### config.mk
export PLATFORM = sky130hd
export DESIGN_NAME = spi_slave_responder
export DESIGN_NICKNAME = d
export VERILOG_FILES = /design/src/rtl/spi_link_pkg.sv /design/src/rtl/spi_pin_sync.sv /design/src/rtl/spi_slave_responder.sv
export SDC_FILE = /design/constraint.sdc
export NUM_CORES = 1
export LEC_CHECK = 0
export CAP_MARGIN = 40
export CORE_ASPECT_RATIO = 0.5
export CORE_UTILIZATION = 62
export DETAILED_ROUTE_END_ITERATION = 16
export PLACE_DENSITY = 0.8
export SYNTH_ARGS = -nofsm -noshare
export SYNTH_HDL_FRONTEND = slang
export SYNTH_SLANG_ARGS = --single-unit
### constraint.sdc
create_clock -name clk_i -period 2.8 [get_ports clk_i]
set_input_delay 0.84 -clock clk_i [delete_from_list [all_inputs] [get_ports clk_i]]
set_output_delay 0.84 -clock clk_i [all_outputs]
set_load 0.03 [all_outputs]
### src/rtl/spi_link_pkg.sv
// Shared definitions for the 4-bit-command SPI link: command codes, frame field
// widths and the responder FSM state encoding.
package spi_link_pkg;

  localparam logic [3:0] CMD_READ  = 4'hA;
  localparam logic [3:0] CMD_WRITE = 4'hB;

  localparam int unsigned CMD_BITS   = 4;
  localparam int unsigned ADDR_BITS  = 4;
  localparam int unsigned DUMMY_BITS = 2;
  localparam int unsigned DATA_BITS  = 16;

  // Bit counter must reach DATA_BITS (16) so the write path can saturate there.
  localparam int unsigned CNT_W = 5;

  typedef enum logic [2:0] {
    ST_IDLE    = 3'd0,
    ST_CMD     = 3'd1,
    ST_ADDR    = 3'd2,
    ST_DUMMY   = 3'd3,
    ST_DATA_RD = 3'd4,
    ST_DATA_WR = 3'd5,
    ST_IGNORE  = 3'd6
  } spi_state_e;

  function automatic logic cmd_is_valid(input logic [CMD_BITS-1:0] cmd);
    return (cmd == CMD_READ) || (cmd == CMD_WRITE);
  endfunction

endpackage

### src/rtl/spi_pin_sync.sv
// Brings SCLK, CS_N and SDI into the clk_i domain and flags SCLK and CS_N edges.
// Reset state mimics an idle bus: sclk low, cs_n high, sdi low.
module spi_pin_sync #(
  parameter int unsigned SYNC_STAGES = 2
) (
  input  logic clk_i,
  input  logic rst_n_i,
  input  logic spi_clk_i,
  input  logic spi_cs_n_i,
  input  logic spi_sdi_i,
  output logic cs_n_s_o,
  output logic sdi_s_o,
  output logic sclk_rise_o,
  output logic sclk_fall_o,
  output logic cs_rise_o,
  output logic cs_fall_o
);

  logic [SYNC_STAGES-1:0] sclk_sync_q;
  logic [SYNC_STAGES-1:0] cs_sync_q;
  logic [SYNC_STAGES-1:0] sdi_sync_q;
  logic                   sclk_q;
  logic                   cs_n_q;
  logic                   sclk_s;
  logic                   cs_n_s;

  always_ff @(posedge clk_i or negedge rst_n_i) begin
    if (!rst_n_i) begin
      sclk_sync_q <= '0;
      cs_sync_q   <= '1;
      sdi_sync_q  <= '0;
      sclk_q      <= 1'b0;
      cs_n_q      <= 1'b1;
    end else begin
      sclk_sync_q <= {sclk_sync_q[SYNC_STAGES-2:0], spi_clk_i};
      cs_sync_q   <= {cs_sync_q[SYNC_STAGES-2:0], spi_cs_n_i};
      sdi_sync_q  <= {sdi_sync_q[SYNC_STAGES-2:0], spi_sdi_i};
      sclk_q      <= sclk_s;
      cs_n_q      <= cs_n_s;
    end
  end

  assign sclk_s      = sclk_sync_q[SYNC_STAGES-1];
  assign cs_n_s      = cs_sync_q[SYNC_STAGES-1];
  assign cs_n_s_o    = cs_n_s;
  assign sdi_s_o     = sdi_sync_q[SYNC_STAGES-1];
  assign sclk_rise_o = sclk_s & ~sclk_q;
  assign sclk_fall_o = ~sclk_s & sclk_q;
  assign cs_rise_o   = cs_n_s & ~cs_n_q;
  assign cs_fall_o   = ~cs_n_s & cs_n_q;

endmodule

### src/rtl/spi_slave_responder.sv
// SPI target: decodes cmd/addr/dummy/data frames against a 16 x 16-bit register file,
// with a registered system read port and a one-cycle write-event pulse.
module spi_slave_responder
  import spi_link_pkg::*;
#(
  parameter int unsigned          SYNC_STAGES = 2,
  parameter logic [DATA_BITS-1:0] RESET_VAL   = 16'h0000
) (
  input  logic                 clk_i,
  input  logic                 rst_n_i,
  input  logic                 spi_clk_i,
  input  logic                 spi_cs_n_i,
  input  logic                 spi_sdi_i,
  output logic                 spi_sdo_o,
  output logic                 spi_sdo_oe_o,
  input  logic [ADDR_BITS-1:0] sys_rd_addr_i,
  output logic [DATA_BITS-1:0] sys_rd_data_o,
  output logic                 wr_evt_vld_o,
  output logic [ADDR_BITS-1:0] wr_evt_addr_o,
  output logic [DATA_BITS-1:0] wr_evt_data_o,
  output logic                 busy_o
);

  localparam int unsigned NUM_REGS  = 1 << ADDR_BITS;
  localparam int unsigned PRIME_CNT = SYNC_STAGES + 1;
  localparam int unsigned PRIME_W   = $clog2(PRIME_CNT + 1);
  localparam int unsigned DIDX_W    = $clog2(DATA_BITS);

  localparam logic [CNT_W-1:0]   CMD_LAST   = CNT_W'(CMD_BITS - 1);
  localparam logic [CNT_W-1:0]   ADDR_LAST  = CNT_W'(ADDR_BITS - 1);
  localparam logic [CNT_W-1:0]   DUMMY_LAST = CNT_W'(DUMMY_BITS - 1);
  localparam logic [CNT_W-1:0]   DATA_FULL  = CNT_W'(DATA_BITS);
  localparam logic [PRIME_W-1:0] PRIME_DONE = PRIME_W'(PRIME_CNT);

  logic cs_n_s, sdi_s;
  logic sclk_rise, sclk_fall, cs_rise, cs_fall;
  logic rise_v, fall_v;

  spi_state_e           state_q, state_d;
  logic [CNT_W-1:0]     cnt_q, cnt_d;
  logic [PRIME_W-1:0]   prime_q, prime_d;
  logic                 primed;
  logic                 loaded_q, loaded_d;

  logic [CMD_BITS-1:0]  cmd_q;
  logic [ADDR_BITS-1:0] addr_q;
  logic [DATA_BITS-1:0] wbuf_q;
  logic [DATA_BITS-1:0] shifter_q, shifter_d;
  logic [DIDX_W-1:0]    wr_idx;
  logic                 enter_wr, enter_rd;
  logic                 commit;

  logic [DATA_BITS-1:0] regs_q [NUM_REGS];
  logic                 sdo_q, sdo_d;
  logic                 oe_q, oe_d;
  logic                 evt_vld_q;
  logic [ADDR_BITS-1:0] evt_addr_q;
  logic [DATA_BITS-1:0] evt_data_q;
  logic [DATA_BITS-1:0] sys_rd_q;

  spi_pin_sync #(
    .SYNC_STAGES (SYNC_STAGES)
  ) u_pin_sync (
    .clk_i       (clk_i),
    .rst_n_i     (rst_n_i),
    .spi_clk_i   (spi_clk_i),
    .spi_cs_n_i  (spi_cs_n_i),
    .spi_sdi_i   (spi_sdi_i),
    .cs_n_s_o    (cs_n_s),
    .sdi_s_o     (sdi_s),
    .sclk_rise_o (sclk_rise),
    .sclk_fall_o (sclk_fall),
    .cs_rise_o   (cs_rise),
    .cs_fall_o   (cs_fall)
  );

  // SCLK activity while deselected is treated as a glitch.
  assign rise_v = sclk_rise & ~cs_n_s;
  assign fall_v = sclk_fall & ~cs_n_s;

  // The synchronizer resets to an idle bus, so right after reset it can report a
  // false cs_fall; decoding is held off until the chain reflects the real pins.
  assign primed  = (prime_q == PRIME_DONE);
  assign prime_d = primed ? prime_q : prime_q + 1'b1;

  always_ff @(posedge clk_i or negedge rst_n_i) begin
    if (!rst_n_i) begin
      state_q  <= ST_IDLE;
      cnt_q    <= '0;
      prime_q  <= '0;
      loaded_q <= 1'b0;
    end else begin
      state_q  <= state_d;
      cnt_q    <= cnt_d;
      prime_q  <= prime_d;
      loaded_q <= loaded_d;
    end
  end

  always_comb begin
    state_d = state_q;
    cnt_d   = cnt_q;
    if (cs_rise) begin
      state_d = ST_IDLE;
    end else begin
      unique case (state_q)
        ST_IDLE: begin
          if (primed) begin
            if (cs_fall)      state_d = ST_CMD;
            else if (!cs_n_s) state_d = ST_IGNORE;
          end
        end
        ST_CMD: begin
          if (rise_v) begin
            if (cnt_q == CMD_LAST) state_d = ST_ADDR;
            else                   cnt_d   = cnt_q + 1'b1;
          end
        end
        ST_ADDR: begin
          if (rise_v) begin
            if (cnt_q == ADDR_LAST) state_d = cmd_is_valid(cmd_q) ? ST_DUMMY : ST_IGNORE;
            else                    cnt_d   = cnt_q + 1'b1;
          end
        end
        ST_DUMMY: begin
          if (rise_v) begin
            if (cnt_q == DUMMY_LAST) state_d = (cmd_q == CMD_READ) ? ST_DATA_RD : ST_DATA_WR;
            else                     cnt_d   = cnt_q + 1'b1;
          end
        end
        ST_DATA_WR: begin
          if (rise_v && (cnt_q < DATA_FULL)) cnt_d = cnt_q + 1'b1;
        end
        default: ;
      endcase
    end
    if (state_d != state_q) cnt_d = '0;
  end

  assign enter_wr = (state_d == ST_DATA_WR) && (state_q != ST_DATA_WR);
  assign enter_rd = (state_d == ST_DATA_RD) && (state_q != ST_DATA_RD);
  assign wr_idx   = DIDX_W'(DATA_BITS - 1) - cnt_q[DIDX_W-1:0];
  assign commit   = cs_rise && (state_q == ST_DATA_WR) && (cnt_q != '0);

  // Read shifter: first fall in DATA_RD snapshots the register, later falls shift out.
  always_comb begin
    shifter_d = shifter_q;
    loaded_d  = loaded_q;
    if (enter_rd) begin
      shifter_d = '0;
      loaded_d  = 1'b0;
    end else if ((state_q == ST_DATA_RD) && fall_v) begin
      if (!loaded_q) begin
        shifter_d = regs_q[addr_q];
        loaded_d  = 1'b1;
      end else begin
        shifter_d = {shifter_q[DATA_BITS-2:0], 1'b0};
      end
    end
    oe_d  = (state_q == ST_DATA_RD) && !cs_rise;
    sdo_d = oe_d & shifter_d[DATA_BITS-1];
  end

  always_ff @(posedge clk_i) begin
    if ((state_q == ST_CMD) && rise_v)  cmd_q  <= {cmd_q[CMD_BITS-2:0], sdi_s};
    if ((state_q == ST_ADDR) && rise_v) addr_q <= {addr_q[ADDR_BITS-2:0], sdi_s};
    if (enter_wr) begin
      wbuf_q <= '0;
    end else if ((state_q == ST_DATA_WR) && rise_v && (cnt_q < DATA_FULL)) begin
      wbuf_q[wr_idx] <= sdi_s;
    end
    shifter_q <= shifter_d;
  end

  always_ff @(posedge clk_i or negedge rst_n_i) begin
    if (!rst_n_i) begin
      for (int i = 0; i < NUM_REGS; i++) regs_q[i] <= RESET_VAL;
      sdo_q      <= 1'b0;
      oe_q       <= 1'b0;
      evt_vld_q  <= 1'b0;
      evt_addr_q <= '0;
      evt_data_q <= '0;
      sys_rd_q   <= '0;
    end else begin
      sdo_q     <= sdo_d;
      oe_q      <= oe_d;
      evt_vld_q <= commit;
      if (commit) begin
        regs_q[addr_q] <= wbuf_q;
        evt_addr_q     <= addr_q;
        evt_data_q     <= wbuf_q;
      end
      // Reads the pre-commit contents when a commit lands on the same address.
      sys_rd_q <= regs_q[sys_rd_addr_i];
    end
  end

  assign spi_sdo_o     = sdo_q;
  assign spi_sdo_oe_o  = oe_q;
  assign wr_evt_vld_o  = evt_vld_q;
  assign wr_evt_addr_o = evt_addr_q;
  assign wr_evt_data_o = evt_data_q;
  assign sys_rd_data_o = sys_rd_q;
  assign busy_o        = (state_q != ST_IDLE);

endmodule

==> Word level (Yosys, flattened, before mapping) <==
Index checks and enable logic that the tools add are counted.
{ "word_totals": {"register_bits": 354, "inputBits": 9, "output_inout_bits": 40, "elab_cells": 139} }
{ "op_classes": {"add_sub_neg": 3, "magnitude_cmp": 6, "n_eq_ne": 21, "n_mux": 38, "bitwise": 13, "reduce_logical": 22} }
{ "op_table": {"columns": ["op", "n"], "rows": [
  ["bitwise mux 256 bit", 1],
  ["binary-select mux 16 bit (select 4 bit)", 2],
  ["two-way mux 16 bit", 8],
  ["demux 16 bit (select 4 bit)", 1],
  ["two-way mux 5 bit", 7],
  ["two-way mux 3 bit", 11],
  ["bitwise mux 16 bit", 1],
  ["!= test 3 bit (second input constant)", 5],
  ["case mux 5 bit (3 select lines)", 1],
  ["logical AND 1 bit", 13],
  ["equality test 3 bit (second input constant)", 4],
  ["case mux 3 bit (4 select lines)", 1],
  [">= comparator 5 bit (second input constant)", 2],
  ["NOT 4 -> 5 bit", 2],
  ["equality test 4 bit (second input constant)", 2],
  ["bitwise AND 1 bit", 7],
  ["AND reduction 7 bit", 1],
  ["equality test 3 x 2 -> 1 bit (second input constant)", 2],
  ["adder 5 x 1 -> 5 bit (second input constant)", 1],
  ["equality test 5 x 1 -> 1 bit (second input constant)", 1],
  ["equality test 5 x 2 -> 1 bit (second input constant)", 1],
  ["< comparator 4 x 5 -> 1 bit (second input constant)", 1],
  ["< comparator 5 x 1 -> 1 bit (second input constant)", 1],
  ["< comparator 5 bit (second input constant)", 1],
  ["other kinds (20)", 26]
]} }

==> Logic depth before layout (Yosys ltp) <==
Gate-level depths: netlist (run 1).
{ "logic_depth": {"word_depth": 11, "depth_mapped": 8, "ltp_nobuf": 7} }

==> Hierarchy <==
From an unflattened synthesis (run 1), not the netlist that was laid out.
{ "unflattened": {"cells_unflattened": 1232, "area_unflattened_um2": 17588.1} }
{ "by_module_without_submodules": {"columns": ["module", "instances", "cells_each", "area_per_inst_um2"], "rows": [
  ["spi_slave_responder", 1, 1220, 17349.1],
  ["spi_pin_sync", 1, 12, 239.0]
]} }

==> Worst setup path before layout (run 1) <==
OpenSTA, ideal clock, no wires.
{ "synth_timing": {"path_type": "input -> register", "startpoint": "input port sys_rd_addr_i[0]", "endpoint": "register sys_rd_q[0] (netlist: sys_rd_data_o[0])", "arrival_ps": 2602, "required_time_ps": 2662, "path_slack_ps": 60, "cell_stages": 4, "path_cell_list": "buf_2 -> buf_1 -> mux4_2 -> mux4_2"} }
{ "synth_via": {"elab_chain_len": 4} }
{ "synth_rtl": {"columns": ["item", "line_no", "text"], "rows": [
  ["start: declaration", "spi_slave_responder.sv:16", "input logic [ADDR_BITS-1:0] sys_rd_addr_i,"],
  ["NOT 4 -> 5 bit (implied by the code)", "spi_slave_responder.sv:194", "sys_rd_q <= regs_q[sys_rd_addr_i];"],
  ["binary-select mux 16 bit (select 4 bit)", "spi_slave_responder.sv:194", null],
  ["two-way mux 16 bit (implied by the code) (2 in series)", "spi_slave_responder.sv:194", null],
  ["end signal: assignment", "spi_slave_responder.sv:194", null],
  ["end: declaration", "spi_slave_responder.sv:59", "logic [DATA_BITS-1:0] sys_rd_q;"]
]} }
Every way passes these cells. The select of a mux whose other input is x is not followed.
A chain may end at the register's enable or synchronous reset.

==> Worst setup path in the final report (run 1) <==
{ "layout_timing": {"startpoint": "register state_q[2]", "endpoint": "output port busy_o"} }
{ "layout_via": {"elab_chain_len": 1} }
{ "layout_rtl": {"columns": ["item", "line_no", "text"], "rows": [
  ["start: declaration", "spi_slave_responder.sv:39", "spi_state_e state_q, state_d;"],
  ["start signal: assignment", "spi_slave_responder.sv:93", "state_q <= state_d;"],
  ["nonzero test 3 bit", "spi_slave_responder.sv:204", "assign busy_o = (state_q != ST_IDLE);"],
  ["end: declaration", "spi_slave_responder.sv:21", "output logic busy_o"]
]} }
Every way passes these cells.

==> results of run 1 <==
==> power groups by stage <==
| stage | logic, W | clock network, W | registers [W] |
|---|---|---|---|
| 2_1_floorplan | 0.000586 | 0 | 0.00547 |
| 3_3_place_gp | 0.000925 | 0 | 0.00550 |
| 3_5_place_dp | 0.000952 | 0 | 0.00551 |
| 4_1_cts | 0.000954 | 0.00443 | 0.00541 |
| 5_1_grt | 0.00104 | 0.00464 | 0.00543 |
| 6_report | 0.000958 | 0.00440 | 0.00543 |
==> cells in the mapped netlist (8+ instances only) <==
master,count
nand3_1,25
o21ai_0,20
o2111a_1,15
buf_2,25
buf_1,16
clkbuf_1,60
dfxtp_1,32
o22ai_1,17
nor2b_1,10
edfxtp_1,8
a21oi_1,18
nand2_1,62
nor2_1,20
dfrtp_1,311
mux2i_1,19
mux2_2,284
mux4_2,141
==> area by class of cell <==
type	count	area (sq um)
fill	1668	7360
timing repair buffer	122	1140
tap	374	468
sequential	354	8740
clock inverter	6	83.8
multi-input combinational	711	8180
clock buffer	51	951
inverter	6	22.5
==> repair_timing <==
action                     in CTS  in global routing
setup endpoints to repair       1                  0
gates resized for setup         1                  0
hold buffers                    0                  0
==> through the flow <==
stage / utilization, % / power [W] / hold slack, ns / instances
final: 72.7 / 0.0108 / 0.182 / 1624
after global routing: 72.7 / 0.0111 / 0.213 / 1624
after CTS: 72.7 / 0.0108 / 0.202 / 1624
after detailed placement: 68.9 / 0.00646 / 0.339 / 1567
after global placement: 68.9 / 0.00642 / 0.334 / 1567
after floorplan: - / 0.00605 / 0.331 / 1174
==> worst max-delay path by stage <==
stage / slack (ns) / to / start
after floorplan: 0.06 / sys_rd_data_o[0]$_DFF_PN0_ / sys_rd_addr_i[0]
after global placement: 0.36 / sys_rd_data_o[10]$_DFF_PN0_ / sys_rd_addr_i[0]
after detailed placement: 0.32 / sys_rd_data_o[9]$_DFF_PN0_ / sys_rd_addr_i[0]
after CTS: 0.14 / busy_o / state_q[2]$_DFF_PN0_
after global routing: 0.09 / wbuf_q[13]$_SDFFE_PP0P_ / cnt_q[1]$_DFFE_PN0P_
final: 0.16 / busy_o / state_q[2]$_DFF_PN0_
==> cell families after synthesis <==
logic type | after synthesis | synth area share (%)
compound gates | 89 | 3.60
simple gates | 171 | 5.20
buf+inv | 109 | 2.59
fa+ha+maj | 5 | 0.360
flops | 354 | 50.3
mux | 444 | 37.8
xor+xnor | 2 | 0.101
==> routing by layer <==
layer / part of all wire [%] / track usage (%)
met5: 0 / 0
met4: 3.5 / 10.8
met1: 41 / 47.7
met3: 11 / 8.93
met2: 45 / 48.4
==> registers in the layout (all words and copies together), names as in the netlist, 3 cells and up <==
register	cells
state_q	3
wr_evt_addr_o	4
wr_evt_data_o	16
sys_rd_data_o	16
cnt_q	5
regs_q	256
cmd_q	4
shifter_q	16
wbuf_q	16
addr_q	4
==> layout by cell type (no fill, tap or decap), drive strengths merged, types with 4 or more instances in the layout <==
master,n
a21oi,18
and2,4
and3,7
and4,4
buf,77
clkbuf,51
clkdlybuf4s50,44
clkinv,4
dfrtp,311
dfxtp,32
edfxtp,8
ha,5
inv,6
mux2,284
mux2i,19
mux4,141
nand2,62
nand3,25
nand3b,4
nor2,20
nor2b,10
nor3,4
nor4b,5
o2111a,15
o21ai,20
o22ai,17
or3,5
==> impl_metrics.env, run 1 <==
export IMPL_grt_ovfl_total=0
export IMPL_critical_path_top_delay_family="flip-flops"
export IMPL_numClockSinks=354
export IMPL_grt_setup_unrepaired="no"
export IMPL_vias=11093
export IMPL_final_area_sq_um=19600
export IMPL_wl_microns=45100
export IMPL_p_sw_share_pct=24.4
export IMPL_slew_headroom_pct=42.1
export IMPL_clock_power_share_pct=40.8
export IMPL_startpoint_type="register"
export IMPL_finalSetupViolCount=0
export IMPL_r2r_slack_ns=0.29
export IMPL_clock_root_buffer="clkbuf_16"
export IMPL_rr_worst_depth=6
export IMPL_synth_top_area_cell="dfrtp_1"
export IMPL_cts_buffer_depth=3
export IMPL_firstDrtPassIters=6
export IMPL_pre_cts_ws_ns=0.315
export IMPL_synthArstFlopShare_pct=88.7
export IMPL_fin_nets=1240
export IMPL_cts_buffers_inserted=31
export IMPL_synth_warnings=0
export IMPL_leakage_nw=8.87
export IMPL_fmax_mhz=379
export IMPL_path_class="register to primary output"
export IMPL_drc=0
export IMPL_start_util_pct=64.4
export IMPL_synth_seq_cells=354
export IMPL_cp_depth=2
export IMPL_internal_power_w=0.00815
export IMPL_worstMarginPinSlew_ns=0.868
export IMPL_required_ns=1.96
export IMPL_setup_ws_ns=0.162
export IMPL_finalClockSkew_ns=0.0125
export IMPL_fp_dieH_microns=120
export IMPL_drt_iter0_drc=1303
export IMPL_hold_violations=0
export IMPL_critPathMaxStageDelay_ns=0.48
export IMPL_grt_pass1_vias=11354
export IMPL_syn_area_per_cell_sq_um=14.8
export IMPL_powerDensity_nw_per_um2=550
export IMPL_ant_nets=0
export IMPL_synthTopCellsByArea="dfrtp_1, mux2_2, mux4_2"
export IMPL_die_w_microns=239
export IMPL_cpMaxStageDelayCell="dfrtp_1"
export IMPL_status="finished, final reports clean"
export IMPL_cp_max_fo=9
export IMPL_crit_buf_inv=1
export IMPL_wl_per_cell_microns=27.7
export IMPL_place_area_sq_um=18600
export IMPL_hp_class="primary input to async pin"
export IMPL_fp_dieArea_sq_um=28700
export IMPL_rows=42
export IMPL_setup_worst_path_end_class="primary output"
export IMPL_yosysUniqueCellTypes=58
export IMPL_cts_tree="built"
export IMPL_diodes=0
export IMPL_cp_cell_sequence="or3_1 > dlygate4sd2_1"
export IMPL_synth_nets=1188
export IMPL_synth_area_sq_um=17400
export IMPL_antenna_found_initial=0
export IMPL_synth_enable_flop_cells=8
export IMPL_synthCells=1174
export IMPL_grt_max_degree=79
export IMPL_r2r_start="cnt_q[4]$_DFFE_PN0P_"
export IMPL_cts_max_level=1
export IMPL_worstPathArrival_ns=1.80
export IMPL_insertion_delay_ns=0.58
export IMPL_synth_top_area_share_pct=44.8
export IMPL_vias_per_cell=6.83
export IMPL_hpwl_microns=29600
export IMPL_tns_ns=0
export IMPL_grt_pass1_wl_microns=69200
export IMPL_path_clk_slew_ns=0.06
export IMPL_core_area_sq_um=27000
export IMPL_port_buffers=48
export IMPL_power_frac_seq_pct=50.3
export IMPL_max_cap_violations=0
export IMPL_peakVddDrop_mv=0.455
export IMPL_period_needed_ns=2.64
export IMPL_syn_to_final_growth_pct=12.9
export IMPL_pin_count=49
export IMPL_reg2reg_to="loaded_q$_DFFE_PN0P_"
export IMPL_drive_above_1_share_pct=44.8
export IMPL_track_usage_pct=32.8
export IMPL_slew_violations=0
export IMPL_gp_routability_congestion=0.932
export IMPL_cts_setup_buffers=0
export IMPL_p_comb_share_pct=8.9
export IMPL_power_switching_w=0.00263
export IMPL_synth_top_flop_cell="dfrtp_1"
export IMPL_ys_seq_area_share_pct=50.3
export IMPL_timing_final_crit_share_pct=94.2
No activity file was read; power rests on OpenSTA's default activity.
==> run 2, diff against run 1 <==
--- a/config.mk
+++ b/config.mk
@@ -5,6 +5,7 @@
 export SDC_FILE = /design/constraint.sdc
 export NUM_CORES = 1
 export LEC_CHECK = 0
+export ABC_CLOCK_PERIOD_IN_PS = 2800
 export CAP_MARGIN = 40
 export CORE_ASPECT_RATIO = 0.5
 export CORE_UTILIZATION = 62
==> results of run 2 <==
Same layout as run 1: the final DEF is identical, and so are final timing and power.
